### src/rtl/cache_pkg.sv
// -----------------------------------------------------------------------------
// cache_pkg
// Shared definitions for the cache refill path.
//   - state_e       : refill FSM state encoding
//   - DEF_TAG_W     : default tag width (matches the tag comparator)
//   - DEF_INDEX_W   : default set index width (8 direct-mapped lines)
//   - DEF_BLOCK_W   : default block width in bits
//   - block_addr_w(): width of a block address {tag,index}
// -----------------------------------------------------------------------------
package cache_pkg;

    localparam int DEF_TAG_W   = 3;
    localparam int DEF_INDEX_W = 3;
    localparam int DEF_BLOCK_W = 32;

    typedef enum logic [1:0] {
        IDLE      = 2'd0,
        WRITEBACK = 2'd1,
        FETCH     = 2'd2,
        UPDATE    = 2'd3
    } state_e;

    // Memory is block addressed, so the address is just the tag and index.
    function automatic int block_addr_w(input int tag_w, input int index_w);
        return tag_w + index_w;
    endfunction

endpackage

### src/rtl/cache_refill_controller.sv
// -----------------------------------------------------------------------------
// cache_refill_controller
// Miss-side partner of the tag comparison path. On a miss it writes a dirty
// victim back to data memory, fetches the requested block, then issues a
// single fill strobe that writes tag/valid/dirty/data for the line. The CPU
// is stalled for the whole refill. All outputs are registered (Moore FSM).
//
// Ports
//   clock, reset        : system clock; synchronous active-high reset
//   miss_req            : miss from hit logic (sampled in IDLE only)
//   req_tag, req_index  : requested address
//   victim_tag/dirty/data : current contents of the line at req_index
//   mem_read, mem_write : data memory requests (never both high)
//   mem_address         : block address {tag,index}
//   mem_writedata       : write-back block
//   mem_readdata        : fetched block
//   mem_busywait        : memory busy handshake
//   fill_we             : one-cycle write strobe into tag/data arrays
//   fill_index, fill_tag, fill_data : line, tag and block to write
//   cpu_stall           : busywait to the CPU
// -----------------------------------------------------------------------------
module cache_refill_controller
    import cache_pkg::*;
#(
    parameter  int TAG_W   = DEF_TAG_W,
    parameter  int INDEX_W = DEF_INDEX_W,
    parameter  int BLOCK_W = DEF_BLOCK_W,
    localparam int ADDR_W  = block_addr_w(TAG_W, INDEX_W)
) (
    input  logic               clock,
    input  logic               reset,
    input  logic               miss_req,
    input  logic [TAG_W-1:0]   req_tag,
    input  logic [INDEX_W-1:0] req_index,
    input  logic [TAG_W-1:0]   victim_tag,
    input  logic               victim_dirty,
    input  logic [BLOCK_W-1:0] victim_data,
    output logic               mem_read,
    output logic               mem_write,
    output logic [ADDR_W-1:0]  mem_address,
    output logic [BLOCK_W-1:0] mem_writedata,
    input  logic [BLOCK_W-1:0] mem_readdata,
    input  logic               mem_busywait,
    output logic               fill_we,
    output logic [INDEX_W-1:0] fill_index,
    output logic [TAG_W-1:0]   fill_tag,
    output logic [BLOCK_W-1:0] fill_data,
    output logic               cpu_stall
);

    state_e               state_q,         state_d;
    logic                 mem_read_q,      mem_read_d;
    logic                 mem_write_q,     mem_write_d;
    logic [ADDR_W-1:0]    mem_address_q,   mem_address_d;
    logic [BLOCK_W-1:0]   mem_writedata_q, mem_writedata_d;
    logic [TAG_W-1:0]     req_tag_q,       req_tag_d;
    logic [INDEX_W-1:0]   index_q,         index_d;
    logic [BLOCK_W-1:0]   fill_data_q,     fill_data_d;
    logic                 fill_we_q,       fill_we_d;
    logic                 cpu_stall_q,     cpu_stall_d;
    logic                 seen_busy_q,     seen_busy_d;

    logic                 mem_phase;
    logic                 handshake_done;

    always_ff @(posedge clock) begin
        if (reset) begin
            state_q         <= IDLE;
            mem_read_q      <= 1'b0;
            mem_write_q     <= 1'b0;
            mem_address_q   <= '0;
            mem_writedata_q <= '0;
            req_tag_q       <= '0;
            index_q         <= '0;
            fill_data_q     <= '0;
            fill_we_q       <= 1'b0;
            cpu_stall_q     <= 1'b0;
            seen_busy_q     <= 1'b0;
        end else begin
            state_q         <= state_d;
            mem_read_q      <= mem_read_d;
            mem_write_q     <= mem_write_d;
            mem_address_q   <= mem_address_d;
            mem_writedata_q <= mem_writedata_d;
            req_tag_q       <= req_tag_d;
            index_q         <= index_d;
            fill_data_q     <= fill_data_d;
            fill_we_q       <= fill_we_d;
            cpu_stall_q     <= cpu_stall_d;
            seen_busy_q     <= seen_busy_d;
        end
    end

    always_comb begin
        state_d         = state_q;
        mem_read_d      = mem_read_q;
        mem_write_d     = mem_write_q;
        mem_address_d   = mem_address_q;
        mem_writedata_d = mem_writedata_q;
        req_tag_d       = req_tag_q;
        index_d         = index_q;
        fill_data_d     = fill_data_q;
        fill_we_d       = 1'b0;
        cpu_stall_d     = cpu_stall_q;
        seen_busy_d     = seen_busy_q;

        // Shared memory handshake. The request is only complete once busywait
        // has been seen high and has dropped again; a memory that is slow to
        // raise busywait therefore cannot cause an early exit.
        mem_phase      = (state_q == WRITEBACK) || (state_q == FETCH);
        handshake_done = mem_phase && seen_busy_q && !mem_busywait;
        if (mem_phase) begin
            seen_busy_d = handshake_done ? 1'b0 : (seen_busy_q | mem_busywait);
        end

        unique case (state_q)
            IDLE: begin
                if (miss_req) begin
                    req_tag_d   = req_tag;
                    index_d     = req_index;
                    cpu_stall_d = 1'b1;
                    // The victim is captured straight into the memory request
                    // registers, so later changes on victim_* are irrelevant.
                    if (victim_dirty) begin
                        state_d         = WRITEBACK;
                        mem_write_d     = 1'b1;
                        mem_address_d   = {victim_tag, req_index};
                        mem_writedata_d = victim_data;
                    end else begin
                        state_d       = FETCH;
                        mem_read_d    = 1'b1;
                        mem_address_d = {req_tag, req_index};
                    end
                end
            end

            WRITEBACK: begin
                if (handshake_done) begin
                    // Switch directly from write to read on the same edge;
                    // the two strobes are never high together.
                    state_d       = FETCH;
                    mem_write_d   = 1'b0;
                    mem_read_d    = 1'b1;
                    mem_address_d = {req_tag_q, index_q};
                end
            end

            FETCH: begin
                if (handshake_done) begin
                    state_d     = UPDATE;
                    mem_read_d  = 1'b0;
                    fill_data_d = mem_readdata;
                    fill_we_d   = 1'b1;
                end
            end

            UPDATE: begin
                // fill_we is high for this single cycle; release the CPU as
                // the line becomes valid.
                state_d     = IDLE;
                cpu_stall_d = 1'b0;
            end

            default: begin
                state_d = IDLE;
            end
        endcase
    end

    assign mem_read      = mem_read_q;
    assign mem_write     = mem_write_q;
    assign mem_address   = mem_address_q;
    assign mem_writedata = mem_writedata_q;
    assign fill_we       = fill_we_q;
    assign fill_index    = index_q;
    assign fill_tag      = req_tag_q;
    assign fill_data     = fill_data_q;
    assign cpu_stall     = cpu_stall_q;

endmodule

### config.mk
export PLATFORM = sky130hd
export DESIGN_NAME = cache_refill_controller
export DESIGN_NICKNAME = d
export VERILOG_FILES = /design/src/rtl/cache_pkg.sv /design/src/rtl/cache_refill_controller.sv
export SDC_FILE = /design/constraint.sdc
export NUM_CORES = 1
export LEC_CHECK = 0
export CAP_MARGIN = 10
export CORE_UTILIZATION = 36
export CTS_CLUSTER_DIAMETER = 80
export DETAILED_ROUTE_END_ITERATION = 7
export PLACE_DENSITY = 0.76
export SYNTH_ARGS = -nofsm -noshare
export SYNTH_HDL_FRONTEND = slang
export SYNTH_SLANG_ARGS = --single-unit
export TNS_END_PERCENT = 50
### constraint.sdc
create_clock -name clock -period 1.8 [get_ports clock]
set_input_delay 0.18 -clock clock [delete_from_list [all_inputs] [get_ports clock]]
set_output_delay 0.18 -clock clock [all_outputs]
set_load 0.01 [all_outputs]
-- Word level (Yosys, flattened, before mapping)
Cells that the tools add are included.
- output and inout bits: 80
- register bits: 83
- input port bits: 78
- word-level logic and storage cells: 59
- bitwise operators: 2
- mux-type cells: 21
- equal/unequal tests: 8
- reductions and logical operators: 17
- operator list (kind ; number):
    2-to-1 mux 6 bit ; 3
    one-hot mux 6 bit (2 select lines) ; 1
    inequality test 2 bit (second input constant) ; 5
    2-to-1 mux 1 bit ; 9
    AND reduction 3 bit ; 3
    2-to-1 mux 2 bit ; 4
    one-hot mux 2 bit (4 select lines) ; 1
    AND reduction 2 bit ; 3
    AND reduction 5 bit ; 1
    == test 2 bit (second input constant) ; 2
    one-hot mux 1 bit (2 select lines) ; 2
    AND reduction 4 bit ; 1
    nonzero test 2 bit ; 2
    one-hot mux 1 bit (3 select lines) ; 1
    nonzero test 3 bit ; 1
    == test 2 x 1 -> 1 bit (second input constant) ; 1
    logical AND 1 bit ; 2
    logical NOT 2 bit ; 1
    OR reduction 2 bit ; 1
    logical NOT 1 bit ; 1
    logical OR 1 bit ; 1
    NOT 1 bit ; 1
    bitwise OR 1 bit ; 1

-- Depth between registers and ports, before layout
- depth in word-level cells: 6
- gate-level depth with buffers: 7
- depth with buffers taken out: 5

-- Worst setup path before layout
OpenSTA, ideal clock, no wires.
- path type: register to register
- from: register state_q[1]
- to: register mem_read_q (netlist: mem_read)
- stages on the path, launching flop included: 6
- required time: 1677 ps
- setup slack: 71 ps
- library setup time: 123 ps
- clock period less this slack: 1729 ps
- arrival time: 1606 ps
- buffers on the path: 0
- cell sequence: dfxtp_1 -> inv_1 -> ha_1 -> nand3b_1 -> a2111oi_4 -> mux2_1
- word-level cells in the longest chain between the ends: 6
- elaborated cells on any way between the ends: 13
- classes of those cells: 6 x eq/ne; 1 x mux; 6 x reduce/logical
- ends and longest elaborated chain (what ; line ; text):
    start, declared ; cache_refill_controller.sv:51 ; state_e state_q, state_d;
    start signal, assigned ; cache_refill_controller.sv:80 ; state_q <= state_d;
    == test 2 x 1 -> 1 bit / == test 2 bit (equally long branches) ; cache_refill_controller.sv:110 ; mem_phase = (state_q == WRITEBACK) || (state_q == FETCH);
    logical OR 1 bit (*) ; cache_refill_controller.sv:110 ;
    net mem_phase ; cache_refill_controller.sv:63 ; logic mem_phase;
    logical AND 1 bit (*) (2 in series) ; cache_refill_controller.sv:111 ; handshake_done = mem_phase && seen_busy_q && !mem_busywait;
    inequality test 2 bit (no source line) ; -- ;
    AND reduction 5 bit (no source line) (*) ; -- ;
    end signal, assigned ; cache_refill_controller.sv:81 ; mem_read_q <= mem_read_d;
    end, declared ; cache_refill_controller.sv:52 ; logic mem_read_q, mem_read_d;
The timed path passes the listed nets; every way through them passes the cells marked *.
A chain may end at the register's enable or synchronous reset.

-- Worst setup path in the final report
- from: register state_q[1]
- to: register mem_read_q (netlist: mem_read)
- word-level cells in the longest chain between the ends: 6
- elaborated cells on any way between the ends: 13
- classes of those cells: 6 x eq/ne; 1 x mux; 6 x reduce/logical
- ends and longest elaborated chain (what ; line):
    == test 2 x 1 -> 1 bit / == test 2 bit (equally long branches) ; cache_refill_controller.sv:110, cache_refill_controller.sv:116
    logical OR 1 bit ; cache_refill_controller.sv:110
    logical AND 1 bit (2 in series) ; cache_refill_controller.sv:111
    inequality test 2 bit (no source line) ; --
    AND reduction 5 bit (no source line) ; --
Parallel ways exist; a longest one is shown, timed or not.

==> impl_metrics.ini <==
[cts]
post_cts_clock_slew_at_the_launch_and_capture_registers_of_the_worst_setup_and_hold_paths_ns = 0.09
clock_latency_of_the_later_clocked_register_in_the_worst_skew_pair_ns = 0.33
num_cts_buffers = 9
cts_max_level = 3
cts_hold_buffers = 0
clock_tree_from_tritoncts = done
numClockSinks = 83
maximum_buffer_depth_of_the_clock_tree = 2
root_buffer = sky130_fd_sc_hd__clkbuf_8

[synth]
synthAdderAreaFrac_pct = 1.57
post_synth_main_area_contributors = sky130_fd_sc_hd__dfxtp_1, sky130_fd_sc_hd__nand2_1, sky130_fd_sc_hd__a21oi_1
synthTopCellsByCount = sky130_fd_sc_hd__nand2_1, sky130_fd_sc_hd__dfxtp_1, sky130_fd_sc_hd__a21oi_1, sky130_fd_sc_hd__clkbuf_1, sky130_fd_sc_hd__buf_2
synth_area_per_cell_um2 = 8.19
synthesis.yosys.warnings = 0
synth_flop_cell = sky130_fd_sc_hd__dfxtp_1
seq_area_frac_synth_pct = 52.0
edff_count_synth = 0
post_synth_xor_area_fraction_pct = 0
synth_fp_nets = 472
syn_inst = 390
yosys.cell_count.top_type = sky130_fd_sc_hd__nand2_1
synthDominantCellAreaShare_pct = 52.0
synth_top_cell_by_area = sky130_fd_sc_hd__dfxtp_1
synthMuxAreaShare_pct = 4.98
synth_top_family_by_area = simple AND/OR/NAND/NOR gates
synth_seq_cells = 83
post_synth_instance_area_um2 = 3190
synth_cell_types = 29
compound_gate_portion_of_the_synthesized_area_pct = 15.7
synth_simple_gate_area_share_pct = 21.3
asyncSetResetFlopFracSynth_pct = 0

[critical_path]
cp_num_buf_inv = 1
critical_path_peak_fanout = 4
critical_path.startpoint = state_q[1]$_SDFFE_PP0P_
cp_cell_sequence = inv_2 -> ha_1 -> or2_4 -> a2111oi_4 -> mux2_4
critical-path-slowest-cell = sky130_fd_sc_hd__a2111oi_4
critPathKind = reg2reg
endpoint_class_of_the_critical_path = flop
critPathRequiredTime_ns = 2.03
crit-reg2reg-launch = state_q[1]$_SDFFE_PP0P_
worst_path_largest_cell_delay_ns = 0.40
critPathArrivalTime_ns = 1.96
start_kind = flop
top_family_by_delay_on_critical_path = compound AO/OA/AOI/OAI gates

[finish]
syn2layout_area_growth_pct = 62.2
finish.net_count = 627
num-fill-cells = 744
layout_cells_sized_above_1_pct = 8.38
insertedDiodeCount = 0

[routing]
finalWirelength_um = 8910
drc_errors = 0
number_of_vias_after_detailed_routing = 3114
post_route_antenna_net_violation_count = 0
detailedRoute.firstPassIterationCount = 4
average_wire_per_cell_in_the_routed_design_um = 13.6
drtIter0Drc = 115
vias_per_cell = 4.76

[global_route]
grt_first_pass_wirelength_um = 13700
overflow = 0
antenna_found_initial = 0
grt_start_max_net_pins = 35
vias_in_the_first_global_route = 2900
grtUsageTotal_pct = 19.0

[sta]
hold_violation_count_in_the_final_report = 0
grt_setup_unrepaired = true
setup_viol = 0
layout_setup_ws_ns = 0.0696
timing.final.crit_share_pct = 96.1
clock-skew-final_ns = 0.00930
maxSlewHeadroom_pct = 68.8
final_max_slew_viol_count = 0
max_slew.worst_pin.slew_ns = 0.467
clock.fmax_ghz = 0.578
finalHoldWorstSlack_ns = 0.295
fin_crit_ns = 1.73

[die]
fp.dieW_um = 96.2
die_height_um = 96.2
number_of_i_o_pins = 158
core_area_um2 = 8380
std_cell_rows = 33
fp.dieArea_um2 = 9250
initial_utilization_pct = 38.1

[power]
report.power.total_uw = 5370
power.density_nw_per_um2 = 1040
vdd_drop_max_uv = 528
total_leakage_power_uw = 0.00187

[placed_design]
dp_hpwl_um = 6400
port_buffers = 157
detailedPlace.worstSlack_ns = -0.0115
place_congestion = 0.762

[hold_path]
hold_path_class = in2reg
hp-start = reset

[outcome]
status = finished, final reports clean

[job]
cap_viol_max_count = 0
cells in the final DEF, fill, tap and decap left out, drive strengths merged:
| master | netlist | final |
|---|---|---|
| mux2i | 8 | 8 |
| nand3 | 8 | 8 |
| clkdlybuf4s50 | 0 | 156 |
| a2111oi | 1 | 1 |
| bufinv | 0 | 2 |
| nand2 | 139 | 139 |
| dfxtp | 83 | 83 |
| o2bb2ai | 1 | 1 |
| and4b | 1 | 1 |
| nor2b | 3 | 3 |
| a21boi | 1 | 1 |
| and3 | 1 | 1 |
| buf | 13 | 16 |
| nor2 | 7 | 7 |
| inv | 6 | 6 |
| and2 | 1 | 1 |
| nand3b | 1 | 1 |
| mux2 | 7 | 7 |
| clkbuf | 15 | 11 |
| nand2b | 3 | 3 |
| nand4b | 1 | 1 |
| and3b | 1 | 1 |
| or2 | 1 | 1 |
| o21ai | 2 | 2 |
| ha | 4 | 4 |
| o211a | 3 | 3 |
| clkinvlp | 0 | 2 |
| o211ai | 6 | 6 |
| a21oi | 72 | 72 |
| o221ai | 1 | 1 |
state kept, by name, summed over array words and instances, names as in the netlist, 2 cells and up:
| signal | count |
|---|---|
| fill_data | 32 |
| mem_writedata | 32 |
| mem_address | 6 |
| fill_index | 3 |
| fill_tag | 3 |
| state_q | 2 |
final timing paths:
| kind | to | slack, ns | depth (start not counted) |
|---|---|---|---|
| worst max register to register | mem_read$_SDFFE_PP0P_ | 0.07 | 5 |
| worst min-delay path | fill_data[3]$_SDFFE_PP0P_ | 0.30 | 2 |
| worst max-delay path | mem_read$_SDFFE_PP0P_ | 0.07 | 5 |
| worst min register to register | mem_writedata[19]$_SDFFE_PP0P_ | 0.45 | 2 |
cell type report:
class	instances	area (um2)	area share, %
inverter	6	22.5	0.435
timing repair buffer	172	1730	33.4
clock buffer	11	141	2.73
sequential	83	1660	32.1
tap	105	131	2.54
multi-input combinational	273	1420	27.3
clock inverter	4	75.1	1.45
metrics by stage:
| step | TNS [ns] | cells | utilization (%) | area, um2 |
|---|---|---|---|---|
| after floorplan | 0 | 390 | - | 3190 |
| after global placement | 0 | 638 | 58.8 | 4930 |
| after detailed placement | -0.0115 | 638 | 58.8 | 4930 |
| after CTS | 0 | 654 | 61.6 | 5170 |
| after global routing | -0.00579 | 654 | 61.8 | 5180 |
| final | 0 | 654 | 61.8 | 5180 |
per-layer routing:
| layer | global-route usage, % | vias up | part of all wire, % |
|---|---|---|---|
| met2 | 33.5 | 75 | 52 |
| met3 | 4.19 | 10 | 5.1 |
| met5 | 0 | - | 0 |
| met4 | 5.60 | 0 | 1.0 |
| li1 | - | 1587 | - |
| met1 | 23.0 | 1442 | 42 |
logic make-up after synthesis:
kind of cell / after synthesis
flip-flops: 83
adder cells (fa/ha/maj): 4
multiplexers: 15
AO/OA/AOI/OAI: 87
buffers and inverters: 34
AND/OR/NAND/NOR: 167
worst register-to-register path, cell delays in order, from the launching register on:
cell and delay [ns]:
sky130_fd_sc_hd__dfxtp_2 0.37, sky130_fd_sc_hd__inv_2 0.06, sky130_fd_sc_hd__ha_1 0.19, sky130_fd_sc_hd__or2_4 0.27
sky130_fd_sc_hd__a2111oi_4 0.40, sky130_fd_sc_hd__mux2_4 0.33
what timing repair did:
item	4_1_cts	5_1_grt
cloned	0	0
pin swaps	2	1
endpoints found under the setup margin	1	2
setup buffers	1	0
hold endpoints to repair	0	0
gates resized for setup	3	5
report_power, final:
part / total [uW] / internal (uW) / leakage, uW / switching, uW
clock network: 1460 / 813 / 0.000102 / 646
registers: 2180 / 2050 / 0.000676 / 124
logic: 1730 / 956 / 0.00109 / 777
total: 5370 / 3820 / 0.00187 / 1550
No activity file was read; power rests on OpenSTA's default activity.
